### src/rtl/pong_pkg.sv
// rtl/pong_pkg.sv - shared pong types and defaults for match control and scoring
// Contents:
//   match_state_t   round sequencer states
//   winner_t        rally winner latched between PLAY and POINT
//   SERVE_LEFT/SERVE_RIGHT  serve_dir encodings
//   DEF_WIN_POINTS/DEF_SERVE_TICKS  default match length and serve duration
package pong_pkg;

  typedef enum logic [2:0] {
    ST_IDLE,
    ST_SERVE,
    ST_PLAY,
    ST_POINT,
    ST_OVER,
    ST_PAUSED
  } match_state_t;

  typedef enum logic {
    WIN_P1,
    WIN_P2
  } winner_t;

  localparam logic SERVE_LEFT  = 1'b0;
  localparam logic SERVE_RIGHT = 1'b1;

  localparam int DEF_WIN_POINTS  = 7;
  localparam int DEF_SERVE_TICKS = 50;

endpackage

### src/rtl/match_ctrl_if.sv
// rtl/match_ctrl_if.sv - handshake bundle between the game top and the round sequencer
// Signals:
//   start, pause, tick, miss_l, miss_r   driven by the game side (master)
//   ball_en, ball_rst, serve_dir         ball physics control (slave)
//   p1vic, p2vic                         one-cycle point pulses (slave)
//   game_over, p1_score, p2_score        match status (slave)
interface match_ctrl_if;

  logic       start;
  logic       pause;
  logic       tick;
  logic       miss_l;
  logic       miss_r;
  logic       ball_en;
  logic       ball_rst;
  logic       serve_dir;
  logic       p1vic;
  logic       p2vic;
  logic       game_over;
  logic [2:0] p1_score;
  logic [2:0] p2_score;

  modport master (
    output start, pause, tick, miss_l, miss_r,
    input  ball_en, ball_rst, serve_dir, p1vic, p2vic, game_over, p1_score, p2_score
  );

  modport slave (
    input  start, pause, tick, miss_l, miss_r,
    output ball_en, ball_rst, serve_dir, p1vic, p2vic, game_over, p1_score, p2_score
  );

endinterface

### src/rtl/rise_edge.sv
// rtl/rise_edge.sv - rising-edge detector for an already synchronized level
// Ports:
//   i_clk    clock, rising edge
//   i_rst    asynchronous active-high reset, clears the history bit
//   i_level  synchronized input level
//   o_pulse  high for the one cycle in which i_level is high after being low
module rise_edge (
  input  logic i_clk,
  input  logic i_rst,
  input  logic i_level,
  output logic o_pulse
);

  logic r_prev;

  always_ff @(posedge i_clk or posedge i_rst) begin
    if (i_rst) begin
      r_prev <= 1'b0;
    end else begin
      r_prev <= i_level;
    end
  end

  // The pulse is combinational on the current level so the sequencer can act
  // on the edge in the same cycle the button level rises.
  assign o_pulse = i_level & ~r_prev;

endmodule

### src/rtl/match_ctrl.sv
// rtl/match_ctrl.sv - pong round sequencer: start, timed serve, play, point pulses, match end
// Ports:
//   i_clock  system clock, rising edge
//   i_reset  asynchronous active-high reset
//   bus      match_ctrl_if.slave
//            in : start, pause, tick, miss_l, miss_r
//            out: ball_en, ball_rst, serve_dir, p1vic, p2vic, game_over, p1_score, p2_score
// Parameters:
//   WIN_POINTS   points that end the match (1..7)
//   SERVE_TICKS  tick pulses spent serving before the ball is released (1..255)
// Build option:
//   MATCH_PAUSE_EN  pause edges toggle SERVE/PLAY <-> PAUSED; when undefined the
//                   pause input is ignored and PAUSED is unreachable.
module match_ctrl
  import pong_pkg::*;
#(
  parameter int WIN_POINTS  = DEF_WIN_POINTS,
  parameter int SERVE_TICKS = DEF_SERVE_TICKS
) (
  input logic         i_clock,
  input logic         i_reset,
  match_ctrl_if.slave bus
);

  localparam logic [2:0] WIN_SCORE  = 3'(WIN_POINTS);
  localparam logic [7:0] SERVE_LAST = 8'(SERVE_TICKS - 1);

  match_state_t r_state;
  match_state_t w_next_state;
  match_state_t r_saved_state;
  match_state_t w_saved_next;
  winner_t      r_winner;
  winner_t      w_winner_next;
  logic [7:0]   r_serve_cnt;
  logic [7:0]   w_serve_cnt_next;
  logic [2:0]   r_p1_score;
  logic [2:0]   w_p1_next;
  logic [2:0]   r_p2_score;
  logic [2:0]   w_p2_next;
  logic         r_serve_dir;
  logic         w_serve_dir_next;
  logic         r_ball_en;
  logic         r_ball_rst;
  logic         r_p1vic;
  logic         r_p2vic;
  logic         r_game_over;
  logic         w_start_edge;
  logic         w_pause_edge;
  logic         w_pause_act;

  rise_edge u_start_edge (
    .i_clk   (i_clock),
    .i_rst   (i_reset),
    .i_level (bus.start),
    .o_pulse (w_start_edge)
  );

  rise_edge u_pause_edge (
    .i_clk   (i_clock),
    .i_rst   (i_reset),
    .i_level (bus.pause),
    .o_pulse (w_pause_edge)
  );

`ifdef MATCH_PAUSE_EN
  assign w_pause_act = w_pause_edge;
`else
  logic w_unused_pause;
  assign w_pause_act    = 1'b0;
  assign w_unused_pause = w_pause_edge;
`endif

  always_comb begin
    w_next_state     = r_state;
    w_saved_next     = r_saved_state;
    w_winner_next    = r_winner;
    w_serve_cnt_next = r_serve_cnt;
    w_p1_next        = r_p1_score;
    w_p2_next        = r_p2_score;
    w_serve_dir_next = r_serve_dir;

    unique case (r_state)
      ST_IDLE: begin
        if (w_start_edge) begin
          w_p1_next        = '0;
          w_p2_next        = '0;
          w_serve_dir_next = SERVE_LEFT;
          w_next_state     = ST_SERVE;
        end
      end

      ST_SERVE: begin
        // A pause edge takes priority over a tick in the same cycle, so the
        // tick is not counted and the count is saved exactly as it stood.
        if (w_pause_act) begin
          w_saved_next = ST_SERVE;
          w_next_state = ST_PAUSED;
        end else if (bus.tick) begin
          if (r_serve_cnt == SERVE_LAST) begin
            w_serve_cnt_next = '0;
            w_next_state     = ST_PLAY;
          end else begin
            w_serve_cnt_next = r_serve_cnt + 8'd1;
          end
        end
      end

      ST_PLAY: begin
        if (w_pause_act) begin
          w_saved_next = ST_PLAY;
          w_next_state = ST_PAUSED;
        end else if (bus.miss_l && bus.miss_r) begin
          // Ball lost on both sides at once: replay the rally, nobody scores.
          w_next_state = ST_SERVE;
        end else if (bus.miss_r) begin
          w_winner_next = WIN_P1;
          w_next_state  = ST_POINT;
        end else if (bus.miss_l) begin
          w_winner_next = WIN_P2;
          w_next_state  = ST_POINT;
        end
      end

      ST_POINT: begin
        if (r_winner == WIN_P1) begin
          if (r_p1_score != WIN_SCORE) begin
            w_p1_next = r_p1_score + 3'd1;
          end
          w_serve_dir_next = SERVE_RIGHT;
        end else begin
          if (r_p2_score != WIN_SCORE) begin
            w_p2_next = r_p2_score + 3'd1;
          end
          w_serve_dir_next = SERVE_LEFT;
        end
        if ((w_p1_next == WIN_SCORE) || (w_p2_next == WIN_SCORE)) begin
          w_next_state = ST_OVER;
        end else begin
          w_next_state = ST_SERVE;
        end
      end

      ST_OVER: begin
        if (w_start_edge) begin
          w_p1_next    = '0;
          w_p2_next    = '0;
          w_next_state = ST_SERVE;
        end
      end

      ST_PAUSED: begin
        // Start and misses are deliberately ignored here; only the next pause
        // edge leaves, and the serve counter was never touched.
        if (w_pause_act) begin
          w_next_state = r_saved_state;
        end
      end

      default: begin
        w_next_state = ST_IDLE;
      end
    endcase
  end

  always_ff @(posedge i_clock or posedge i_reset) begin
    if (i_reset) begin
      r_state <= ST_IDLE;
    end else begin
      r_state <= w_next_state;
    end
  end

  // Outputs are decoded from the next state and registered, so each output
  // reflects the state the sequencer is in during that cycle.
  always_ff @(posedge i_clock or posedge i_reset) begin
    if (i_reset) begin
      r_saved_state <= ST_IDLE;
      r_winner      <= WIN_P1;
      r_serve_cnt   <= '0;
      r_p1_score    <= '0;
      r_p2_score    <= '0;
      r_serve_dir   <= SERVE_LEFT;
      r_ball_en     <= 1'b0;
      r_ball_rst    <= 1'b1;
      r_p1vic       <= 1'b0;
      r_p2vic       <= 1'b0;
      r_game_over   <= 1'b0;
    end else begin
      r_saved_state <= w_saved_next;
      r_winner      <= w_winner_next;
      r_serve_cnt   <= w_serve_cnt_next;
      r_p1_score    <= w_p1_next;
      r_p2_score    <= w_p2_next;
      r_serve_dir   <= w_serve_dir_next;
      r_ball_en     <= (w_next_state == ST_PLAY);
      r_ball_rst    <= (w_next_state == ST_IDLE) || (w_next_state == ST_SERVE) ||
                       (w_next_state == ST_OVER) ||
                       ((w_next_state == ST_PAUSED) && (w_saved_next == ST_SERVE));
      r_p1vic       <= (w_next_state == ST_POINT) && (w_winner_next == WIN_P1);
      r_p2vic       <= (w_next_state == ST_POINT) && (w_winner_next == WIN_P2);
      r_game_over   <= (w_next_state == ST_OVER);
    end
  end

  assign bus.ball_en   = r_ball_en;
  assign bus.ball_rst  = r_ball_rst;
  assign bus.serve_dir = r_serve_dir;
  assign bus.p1vic     = r_p1vic;
  assign bus.p2vic     = r_p2vic;
  assign bus.game_over = r_game_over;
  assign bus.p1_score  = r_p1_score;
  assign bus.p2_score  = r_p2_score;

endmodule

### src/flat_wrapper.sv
// flat-port wrapper written by rule: the top's interface ports become plain ports
module match_ctrl_flat import pong_pkg::*;
#(
  parameter int WIN_POINTS  = DEF_WIN_POINTS,
  parameter int SERVE_TICKS = DEF_SERVE_TICKS
)
  (i_clock, i_reset, bus_start, bus_pause, bus_tick, bus_miss_l, bus_miss_r, bus_ball_en, bus_ball_rst, bus_serve_dir, bus_p1vic, bus_p2vic, bus_game_over, bus_p1_score, bus_p2_score);
  match_ctrl_if bus_i ();
  input logic i_clock;
  input logic i_reset;
  input wire logic [$bits(bus_i.start)-1:0] bus_start;
  input wire logic [$bits(bus_i.pause)-1:0] bus_pause;
  input wire logic [$bits(bus_i.tick)-1:0] bus_tick;
  input wire logic [$bits(bus_i.miss_l)-1:0] bus_miss_l;
  input wire logic [$bits(bus_i.miss_r)-1:0] bus_miss_r;
  output wire logic [$bits(bus_i.ball_en)-1:0] bus_ball_en;
  output wire logic [$bits(bus_i.ball_rst)-1:0] bus_ball_rst;
  output wire logic [$bits(bus_i.serve_dir)-1:0] bus_serve_dir;
  output wire logic [$bits(bus_i.p1vic)-1:0] bus_p1vic;
  output wire logic [$bits(bus_i.p2vic)-1:0] bus_p2vic;
  output wire logic [$bits(bus_i.game_over)-1:0] bus_game_over;
  output wire logic [$bits(bus_i.p1_score)-1:0] bus_p1_score;
  output wire logic [$bits(bus_i.p2_score)-1:0] bus_p2_score;
  assign bus_i.start = bus_start;
  assign bus_i.pause = bus_pause;
  assign bus_i.tick = bus_tick;
  assign bus_i.miss_l = bus_miss_l;
  assign bus_i.miss_r = bus_miss_r;
  assign bus_ball_en = bus_i.ball_en;
  assign bus_ball_rst = bus_i.ball_rst;
  assign bus_serve_dir = bus_i.serve_dir;
  assign bus_p1vic = bus_i.p1vic;
  assign bus_p2vic = bus_i.p2vic;
  assign bus_game_over = bus_i.game_over;
  assign bus_p1_score = bus_i.p1_score;
  assign bus_p2_score = bus_i.p2_score;
  match_ctrl #(.WIN_POINTS(WIN_POINTS), .SERVE_TICKS(SERVE_TICKS)) u_core (.i_clock(i_clock), .i_reset(i_reset), .bus(bus_i));
endmodule
### config.mk
export PLATFORM = sky130hd
export DESIGN_NAME = match_ctrl_flat
export DESIGN_NICKNAME = d
export VERILOG_FILES = /design/src/rtl/pong_pkg.sv /design/src/rtl/match_ctrl_if.sv /design/src/rtl/rise_edge.sv /design/src/rtl/match_ctrl.sv /design/src/flat_wrapper.sv
export SDC_FILE = /design/constraint.sdc
export NUM_CORES = 1
export LEC_CHECK = 0
export ABC_AREA = 0
export BUFFER_PORTS_ARGS = -buffer_cell sky130_fd_sc_hd__clkbuf_2
export CAP_MARGIN = 5
export CORE_UTILIZATION = 43
export DETAILED_ROUTE_END_ITERATION = 10
export PLACE_DENSITY = 0.61
export SYNTH_ARGS = -nofsm -noshare
export SYNTH_HDL_FRONTEND = slang
export SYNTH_SLANG_ARGS = --single-unit
### constraint.sdc
create_clock -name i_clock -period 1.85 [get_ports i_clock]
set_input_delay 0.185 -clock i_clock [delete_from_list [all_inputs] [get_ports i_clock]]
set_output_delay 0.185 -clock i_clock [all_outputs]
set_load 0.02 [all_outputs]
==> results of run 1 <==
## critical path, delay by kind of cell, from the launching register on
family,cells,cell delay (ns)
AND/OR/NAND/NOR,3,0.68
flip-flops,1,0.45
AO/OA/AOI/OAI,2,0.39
adder cells (fa/ha/maj),1,0.27
## Yosys cell counts, drive strengths merged
master	number	area share
xor2	2	0.014
nand2	10	0.030
ha	4	0.039
nand4b	1	0.0069
nor2b	3	0.015
nor3b	2	0.016
nand4	5	0.025
nor3	3	0.012
and3b	1	0.0069
dfstp	1	0.021
and3	3	0.015
nand3b	1	0.0059
mux2i	1	0.0079
or2	1	0.0049
nand3	1	0.0039
or4b	1	0.011
o21ai	8	0.032
a21o	3	0.018
or3	1	0.0049
o31ai	1	0.0059
o311a	1	0.0079
a311o	1	0.0079
o21a	1	0.0059
a32o	2	0.016
and4bb	2	0.020
a21oi	6	0.027
clkbuf	1	0.0030
dfrtp	24	0.47
buf	1	0.0089
inv	7	0.021
a32oi	1	0.0069
xnor2	3	0.021
a31oi	2	0.0099
a21boi	1	0.0089
o211ai	1	0.0059
nor2	8	0.024
nor4b	1	0.012
o2111a	1	0.0089
and2	1	0.0049
nand2b	3	0.015
## worst paths after layout
| check | to | slack, ns | depth (start not counted) |
|---|---|---|---|
| max reg2reg | u_core.bus.p2vic$_DFF_PP0_ | -0.04 | 6 |
| max in group asynchronous | u_core.bus.ball_rst$_DFF_PP1_ | 0.85 | 4 |
| max | u_core.bus.p2vic$_DFF_PP0_ | -0.04 | 6 |
| min | u_core.r_winner$_DFF_PP0_ | 0.11 | 2 |
| min in group asynchronous | u_core.bus.serve_dir$_DFFE_PP0P_ | 0.37 | 3 |
| min reg2reg | u_core.r_serve_cnt[7]$_DFFE_PP0P_ | 0.50 | 1 |
## power by group through the flow
stage	combinational, mW	clock, mW	sequential [mW]
2_1_floorplan	0.221	0	0.717
3_3_place_gp	0.282	0	0.731
3_5_place_dp	0.291	0	0.731
4_1_cts	0.298	0.265	0.722
5_1_grt	0.339	0.284	0.737
6_report	0.296	0.249	0.722
## sequential cells by signal, indices dropped and copies added, names as in the netlist
signal,flops
u_core.r_serve_cnt,8
u_core.bus.p1_score,3
u_core.bus.p2_score,3
u_core.r_state,3
u_core.bus.ball_en,1
u_core.bus.ball_rst,1
u_core.bus.game_over,1
u_core.bus.p1vic,1
u_core.bus.p2vic,1
u_core.bus.serve_dir,1
u_core.r_winner,1
u_core.u_start_edge.r_prev,1
## cell families (layout without fill, tap and decap cells)
kind of cell	after synthesis	after routing
muxes	1	1
adders and majority gates	4	4
DFF	25	25
and+or+nand+nor	48	48
xor gates and xnor gates	5	5
AOI/OAI and AO/OA	29	29
buffers and inverters	9	37
## routing by layer
metal	routed length, µm	part of all wire
met4	40	0.016
met3	72	0.028
met1	1160	0.45
met5	0	0
met2	1300	0.50
## what timing repair did
item,4_1_cts,5_1_grt
endpoints found under the hold margin,11,0
hold buffers,2,0
setup endpoints to repair,2,5
resized for setup,0,2
setup buffers,1,0
pin swaps,1,1
## placed cells by master (no fill, tap or decap), types with 2 or more instances in the layout
| master | count |
|---|---|
| dfrtp_1 | 22 |
| clkbuf_2 | 17 |
| nand2_1 | 10 |
| nor2_1 | 8 |
| inv_1 | 7 |
| o21ai_0 | 7 |
| buf_4 | 7 |
| a21oi_1 | 5 |
| nand4_1 | 5 |
| and3_1 | 3 |
| a21o_1 | 3 |
| xnor2_1 | 3 |
| nand2b_1 | 3 |
| nor2b_1 | 3 |
| ha_1 | 3 |
| clkbuf_4 | 3 |
| a32o_1 | 2 |
| nor3_1 | 2 |
| xor2_1 | 2 |
| a31oi_1 | 2 |
| dlygate4sd3_1 | 2 |
| dfrtp_2 | 2 |
## cell type report
cell class | count | area share
tap | 31 | 0.0258
sequential | 25 | 0.418
timing repair buffer | 26 | 0.105
clock inverter | 1 | 0.00333
inverter | 7 | 0.0175
multi-input combinational | 87 | 0.415
clock buffer | 3 | 0.0150
==> results.ini, run 1 <==
[grt]
grt_max_degree=16
grtUsageTotal=0.181
grt_antenna_before_repair=0
gr-total-overflow=0
met2_usage=0.311
top_usage_layer=met2
grt_use_met3=0.0369
use_met1=0.219
grt_pass1_wl_mm=4.46
grt_pass1_vias=1032

[synth]
yosysSeqAreaShare=0.495
synth_compound_area_frac=0.160
synth_cell_types=44
postSynthCellCount=121
syn-num-nets=132
synth_xor_area_frac=0.0346
syn_area_per_cell_um2=10.5
netlist_area_um2=1270
synthAdderAreaFrac=0.0395
synth_top_family_by_area=simple AND/OR/NAND/NOR gates
synthMuxAreaShare=0.00790
synthSimpleGateAreaFrac=0.231
yosys_warnings=0
ys_seq_elements=25

[placement]
dp.cells=173
dp_hpwl_mm=1.88
pre_cts_ws_ns=-0.0104
gp_congestion=0.821
io_buffers=17
placement.cell_area_um2=1440

[timing]
post-route-min-period_ns=1.89
max_freq_mhz=528
setup_viol=2
finalHoldViolCount=0
worstMarginPinSlew_ns=0.445
maxSlewViolCount=0
tns_ns=-0.0731
whs_ns=0.109
finClkSkew_ns=0.000938
setup_ws_ns=-0.0436
slew_headroom=0.703
rsz0062_at_grt=yes
period_share=1.02

[power]
power_frac_comb=0.234
p_clk_frac=0.197
p_leak_nw=0.699
power_density_nw_per_um2=843
irDropWorstVdd_uv=557
p_int_mw=0.833
switching_share=0.343
p_total_mw=1.27
p_switching_mw=0.435
pwr-share-seq=0.570

[worst_setup_path]
cp-start-kind=flop
timing.rr.start=u_core.bus.p1_score[1]$_DFFE_PP0P_
cp.arrival_ns=2.12
required_ns=2.08
crit_path_max_incr_delay_ns=0.46
slowest_stage=or4b_4
critical_path.startpoint=u_core.bus.p1_score[1]$_DFFE_PP0P_
cp-end-kind=flop
crit_fanout=6
cp_cell_sequence=ha_4 > or4b_4 > a21boi_4 > nor3_2 > a21o_1 > and3_1
criticalPathCategory=flop to flop

[run_status]
violations=negative setup slack
status=finished, violations left

[floorplan]
die_h_um=56.3
dieArea_um2=3170
core_um2=2780
ios=19
rows=19
initial_core_util=0.456
die_w_um=56.3

[layout]
design_area_um2=1500
final_util=0.541
layout-area-overhead-vs-synth_pct=18.7
multiInputGateArea_um2=624
ff_latch_area_um2=629
fin_nets=161
n_antenna_cell=0
fin_cells=180
drive_above_1_share=0.262
fillers=268

[routing]
dr_total_vias=1024
final_antenna_net_count=0
drtIter0Drc=36
viasPerCell=5.69
wl_per_cell_um=14.3
wl_mm=2.57
drc_errors=0
drt-pass1-iter-count=4

[hold_path]
hp-class=input port to flop
worstHoldStart=bus_miss_r

[clocking]
clock_path_buffers=2
clockRootBuffer=clkbuf_4
cts.sinks=25
htreeDepth=1
clk_latency_ns=0.32
cts_tree=yes
clkSlewWorstSetupHoldPaths_ns=0.14
cts_made_buffers=3

[run]
cap_violations=0

Power figures use the tool's default switching activity.
==> run 2, diff against run 1 <==
--- a/config.mk
+++ b/config.mk
@@ -6,8 +6,10 @@
 export NUM_CORES = 1
 export LEC_CHECK = 0
 export ABC_AREA = 0
+export ABC_CLOCK_PERIOD_IN_PS = 1850
 export BUFFER_PORTS_ARGS = -buffer_cell sky130_fd_sc_hd__clkbuf_2
 export CAP_MARGIN = 5
+export CORE_ASPECT_RATIO = 0.9
 export CORE_UTILIZATION = 43
 export DETAILED_ROUTE_END_ITERATION = 10
 export PLACE_DENSITY = 0.61
==> run 2 against run 1 <==
  * The flow still finishes with violations (negative setup slack)
  * Clock power up 2%
  * Largest cell class unchanged
  * Fmax increased by 0.75%
  * Global-route usage down 0.55 points
  * Routed wire length down 4.8%
==> results.ini, run 2 (synthesized netlist as in run 1, its figures left out) <==
[floorplan]
rows=18
die_h_um=53.5
die_w_um=59.2
core_um2=2770
initial_core_util=0.458
ios=19
dieArea_um2=3170

[hold_path]
hp-class=input port to flop

[power]
p_switching_mw=0.437
p_leak_nw=0.700
power_density_nw_per_um2=839
switching_share=0.341
irDropWorstVdd_uv=618
p_total_mw=1.28
p_clk_frac=0.198
power_frac_comb=0.245
pwr-share-seq=0.557
p_int_mw=0.843

[routing]
wl_mm=2.45
drtIter0Drc=41
final_antenna_net_count=0
drc_errors=0
viasPerCell=5.28
dr_total_vias=1003
wl_per_cell_um=12.9
drt-pass1-iter-count=6

[placement]
placement.cell_area_um2=1460
dp_hpwl_mm=1.81
io_buffers=17
gp_congestion=0.834

[worst_setup_path]
cp_cell_sequence=ha_4 > or4b_4 > a21boi_4 > nor3_2 > a21o_1 > and3_1
criticalPathCategory=flop to flop
required_ns=2.08
slowest_stage=or4b_4
cp-start-kind=flop
cp.arrival_ns=2.11
crit_path_max_incr_delay_ns=0.47
crit_fanout=6
cp-end-kind=flop

[run]
cap_violations=0

[grt]
grt_pass1_vias=870
gr-total-overflow=0
grt_pass1_wl_mm=3.99
grt_antenna_before_repair=0
grtUsageTotal=0.176
grt_max_degree=26

[run_status]
violations=negative setup slack
status=finished, violations left

[clocking]
cts_tree=yes
cts_made_buffers=3
clk_latency_ns=0.32
cts.sinks=25
clock_path_buffers=2
htreeDepth=1
clkSlewWorstSetupHoldPaths_ns=0.14
clockRootBuffer=clkbuf_4

[layout]
final_common_cell=dfrtp_1
largest_register_ffs=8
largest-register=u_core.r_serve_cnt
n_antenna_cell=0
layout-area-overhead-vs-synth_pct=20.3
design_area_um2=1530
mostFrequentLayoutCells=22 x dfrtp_1, 17 x clkbuf_2, 10 x nand2_1
fin_nets=162
drive_above_1_share=0.267

[timing]
worstMarginPinSlew_ns=0.420
rsz0062_at_grt=yes
finClkSkew_ns=0.00335
whs_ns=0.128
period_share=1.02
post-route-min-period_ns=1.88
setup_viol=3
setup_ws_ns=-0.0296
max_freq_mhz=532
slew_headroom=0.719
finalHoldViolCount=0
maxSlewViolCount=0

==> run 2: path summary, 6_finish.rpt <==
kind	start	cells after the start	endpoint	slack, ns
setup reg to reg	u_core.bus.p1_score[0]$_DFFE_PP0P_	6	u_core.bus.p2vic$_DFF_PP0_	-0.03
hold reg to reg	u_core.r_serve_cnt[7]$_DFFE_PP0P_	1	u_core.r_serve_cnt[7]$_DFFE_PP0P_	0.49
hold / removal	bus_miss_r	2	u_core.r_winner$_DFF_PP0_	0.13
max in group asynchronous	i_reset	4	u_core.bus.ball_rst$_DFF_PP1_	1.15
setup / recovery	u_core.bus.p1_score[0]$_DFFE_PP0P_	6	u_core.bus.p2vic$_DFF_PP0_	-0.03
min in group asynchronous	i_reset	4	u_core.bus.p2vic$_DFF_PP0_	0.41
==> run 2: routing by layer <==
layer	vias up	track usage	share of wire	wire length, µm
met5	-	0	0	0
met3	5	0.0440	0.029	71
met1	477	0.235	0.51	1240
met2	18	0.277	0.45	1110
met4	0	0.0595	0.013	31
li1	503	-	-	-
==> run 2: final cells by class <==
class	count	area, µm²
flip-flops and latches	25	629
well taps	40	50.0
multi-input cells	87	624
clock inverters	1	7.51
clock buffers	3	22.5
inverters	7	26.3
fillers	233	1240
repair buffers	27	165
==> run 2: power by group through the flow <==
stage / sequential [mW] / combinational [mW] / clock (mW)
global route: 0.730 / 0.353 / 0.286
floorplan: 0.717 / 0.221 / 0
finish: 0.713 / 0.313 / 0.253
CTS: 0.714 / 0.312 / 0.266
global placement: 0.721 / 0.301 / 0
detailed placement: 0.725 / 0.306 / 0
==> run 2: what timing repair did <==
action | in CTS | in global routing
hold buffers | 2 | 0
pin swaps | 2 | 1
hold endpoints to repair | 25 | 0
setup buffers | 1 | 0
endpoints found under the setup margin | 3 | 5
resized for setup | 1 | 1
==> run 2: worst max-delay path, delay by kind of cell, from the launching register on <==
family / cells / cell delay [ns]
AND/OR/NAND/NOR: 3 / 0.69
flip-flops: 1 / 0.45
AO/OA/AOI/OAI: 2 / 0.38
adder cells (fa/ha/maj): 1 / 0.26
==> run 2: per-stage QoR <==
step                setup slack [ns]  setup TNS (ns)  utilization  cells
floorplan                   -0.00769        -0.00769            -    121
global placement            -0.00189        -0.00189        0.525    183
detailed placement           -0.0363         -0.0665        0.525    183
CTS                          -0.0532          -0.108        0.548    190
global route                 -0.0981          -0.316        0.551    190
finish                       -0.0296         -0.0556        0.551    190
==> run 3, diff against run 2 <==
--- a/config.mk
+++ b/config.mk
@@ -7,12 +7,12 @@
 export LEC_CHECK = 0
 export ABC_AREA = 0
 export ABC_CLOCK_PERIOD_IN_PS = 1850
-export BUFFER_PORTS_ARGS = -buffer_cell sky130_fd_sc_hd__clkbuf_2
 export CAP_MARGIN = 5
 export CORE_ASPECT_RATIO = 0.9
 export CORE_UTILIZATION = 43
 export DETAILED_ROUTE_END_ITERATION = 10
-export PLACE_DENSITY = 0.61
+export DONT_BUFFER_PORTS = 1
+export PLACE_DENSITY = 0.56
 export SYNTH_ARGS = -nofsm -noshare
 export SYNTH_HDL_FRONTEND = slang
 export SYNTH_SLANG_ARGS = --single-unit
==> run 3 against run 2 <==
  * Clock skew down 0.0013 ns
  * Worst hold slack got worse by 0.067 ns
  * The run still ends with negative setup slack left
  * Critical path depth unchanged
  * Clock power about the same
  * Utilization decreased by 2.6 points
  * Sequential cell count stayed put
  * Final area is 4.7% lower
  * Fmax grew 0.36%
  * Largest power group unchanged
  * Sequential power grew 3.2%
  * Count of clock-buffer cells in the layout stayed put
  * Highest routed layer is now met3
  * Die area stayed put
==> results.ini, run 3 (synthesized netlist as in run 1, its figures left out) <==
[clocking]
clk_latency_ns=0.32
cts.sinks=25
cts_made_buffers=3
clkSlewWorstSetupHoldPaths_ns=0.14
htreeDepth=1
clock_path_buffers=2
clockRootBuffer=clkbuf_4
cts_tree=yes

[floorplan]
die_w_um=59.2
core_um2=2770
die_h_um=53.5
initial_core_util=0.458
rows=18
dieArea_um2=3170
ios=19

[routing]
dr_total_vias=944
wl_met2_mm=1.05
drc_errors=0
drt-pass1-iter-count=4
wl_mm=2.50
wl_met1_mm=1.33
drtIter0Drc=17
viasPerCell=5.39
highest_layer=met3
wl_per_cell_um=14.3
final_antenna_net_count=0
wl_met3_um=122

[run_status]
violations=negative setup slack
status=finished, violations left

[layout]
fillers=266
largest_register_ffs=8
final_common_cell=dfrtp_1
layout-area-overhead-vs-synth_pct=14.7
design_area_um2=1450
mostFrequentLayoutCells=22 x dfrtp_1, 10 x nand2_1, 8 x nor2_1, 8 x buf_4
fin_nets=147
drive_above_1_share=0.170
fin_cells=175
n_antenna_cell=0
largest-register=u_core.r_serve_cnt

[timing]
finalHoldViolCount=0
post-route-min-period_ns=1.87
setup_ws_ns=-0.0229
rsz0062_at_grt=yes
worstMarginPinSlew_ns=0.462
maxSlewViolCount=0
max_freq_mhz=534
whs_ns=0.0618
setup_viol=2
period_share=1.01
finClkSkew_ns=0.00204
slew_headroom=0.691

[grt]
grt_pass1_wl_mm=4.18
grt_antenna_before_repair=0
grt_pass1_vias=875
grt_max_degree=15
grtUsageTotal=0.178
gr-total-overflow=0

[placement]
dp_hpwl_mm=1.89
gp_congestion=0.784
io_buffers=0
placement.cell_area_um2=1390
dp.cells=168

[worst_setup_path]
cp-end-kind=flop
worst_r2r_path_depth=6
criticalPathCategory=flop to flop
critical_path.startpoint=u_core.bus.p1_score[0]$_DFFE_PP0P_
r2r_setup_slack_ns=-0.02
crit_fanout=6
rr_endpoint=u_core.bus.p2vic$_DFF_PP0_
required_ns=2.08
timing.rr.start=u_core.bus.p1_score[0]$_DFFE_PP0P_
cp-start-kind=flop
cp.arrival_ns=2.11
crit_path_end=u_core.bus.p2vic$_DFF_PP0_

[power]
power_density_nw_per_um2=871
irDropWorstVdd_uv=430
p_leak_nw=0.639

[hold_path]
hp-class=input port to flop
whs_path_depth=1

[run]
cap_violations=0

-- run 3: area by class of cell --
type	instances	area [µm²]	area share
clock buffers	3	22.5	0.0155
multi-input cells	87	619	0.426
inverters	7	26.3	0.0181
well taps	40	50.0	0.0344
repair buffers	12	101	0.0697
flip-flops and latches	25	629	0.433
clock inverters	1	5.00	0.00344
-- run 3: report_power, final --
group          switching (mW)  internal, mW  total (mW)
clock network           0.171        0.0812       0.252
logic                   0.157         0.122       0.278
registers               0.112         0.624       0.736
-- run 3: critical path, stage by stage, from the launching register on --
cell and delay [ns]:
dfrtp_2 0.45, ha_4 0.26, or4b_4 0.46, a21boi_4 0.15
nor3_1 0.07, a21o_1 0.22, and3_1 0.16
-- run 3: worst min-delay path by stage --
stage | from | endpoint
after floorplan | i_reset | u_core.bus.ball_en$_DFF_PP0_
after CTS | bus_miss_r | u_core.bus.p1vic$_DFF_PP0_
final | bus_miss_r | u_core.bus.p1vic$_DFF_PP0_
after detailed placement | i_reset | u_core.r_winner$_DFF_PP0_
after global routing | bus_miss_r | u_core.bus.p1vic$_DFF_PP0_
after global placement | i_reset | u_core.r_winner$_DFF_PP0_
-- run 3: stage by stage --
stage	TNS (ns)	setup slack (ns)	utilization	total power [mW]
floorplan	-0.00769	-0.00769	-	0.938
global placement	-0.0171	-0.0135	0.500	1.01
detailed placement	-0.0318	-0.0189	0.500	1.01
CTS	-0.0648	-0.0354	0.521	1.27
global route	-0.257	-0.0926	0.525	1.35
finish	-0.0408	-0.0229	0.525	1.27
-- run 3: routing by layer --
layer  vias to the layer above  GRT usage
met5                         -          0
met4                         0     0.0238
met3                         0     0.0538
met2                        22      0.255
met1                       452      0.268
li1                        470          -
-- run 3: what timing repair did --
| action | in CTS | in global routing |
|---|---|---|
| buffers inserted | 0 | 0 |
| hold endpoints to repair | 12 | 0 |
| resized for setup | 0 | 2 |
| setup endpoints to repair | 2 | 5 |
| hold buffers | 3 | 0 |
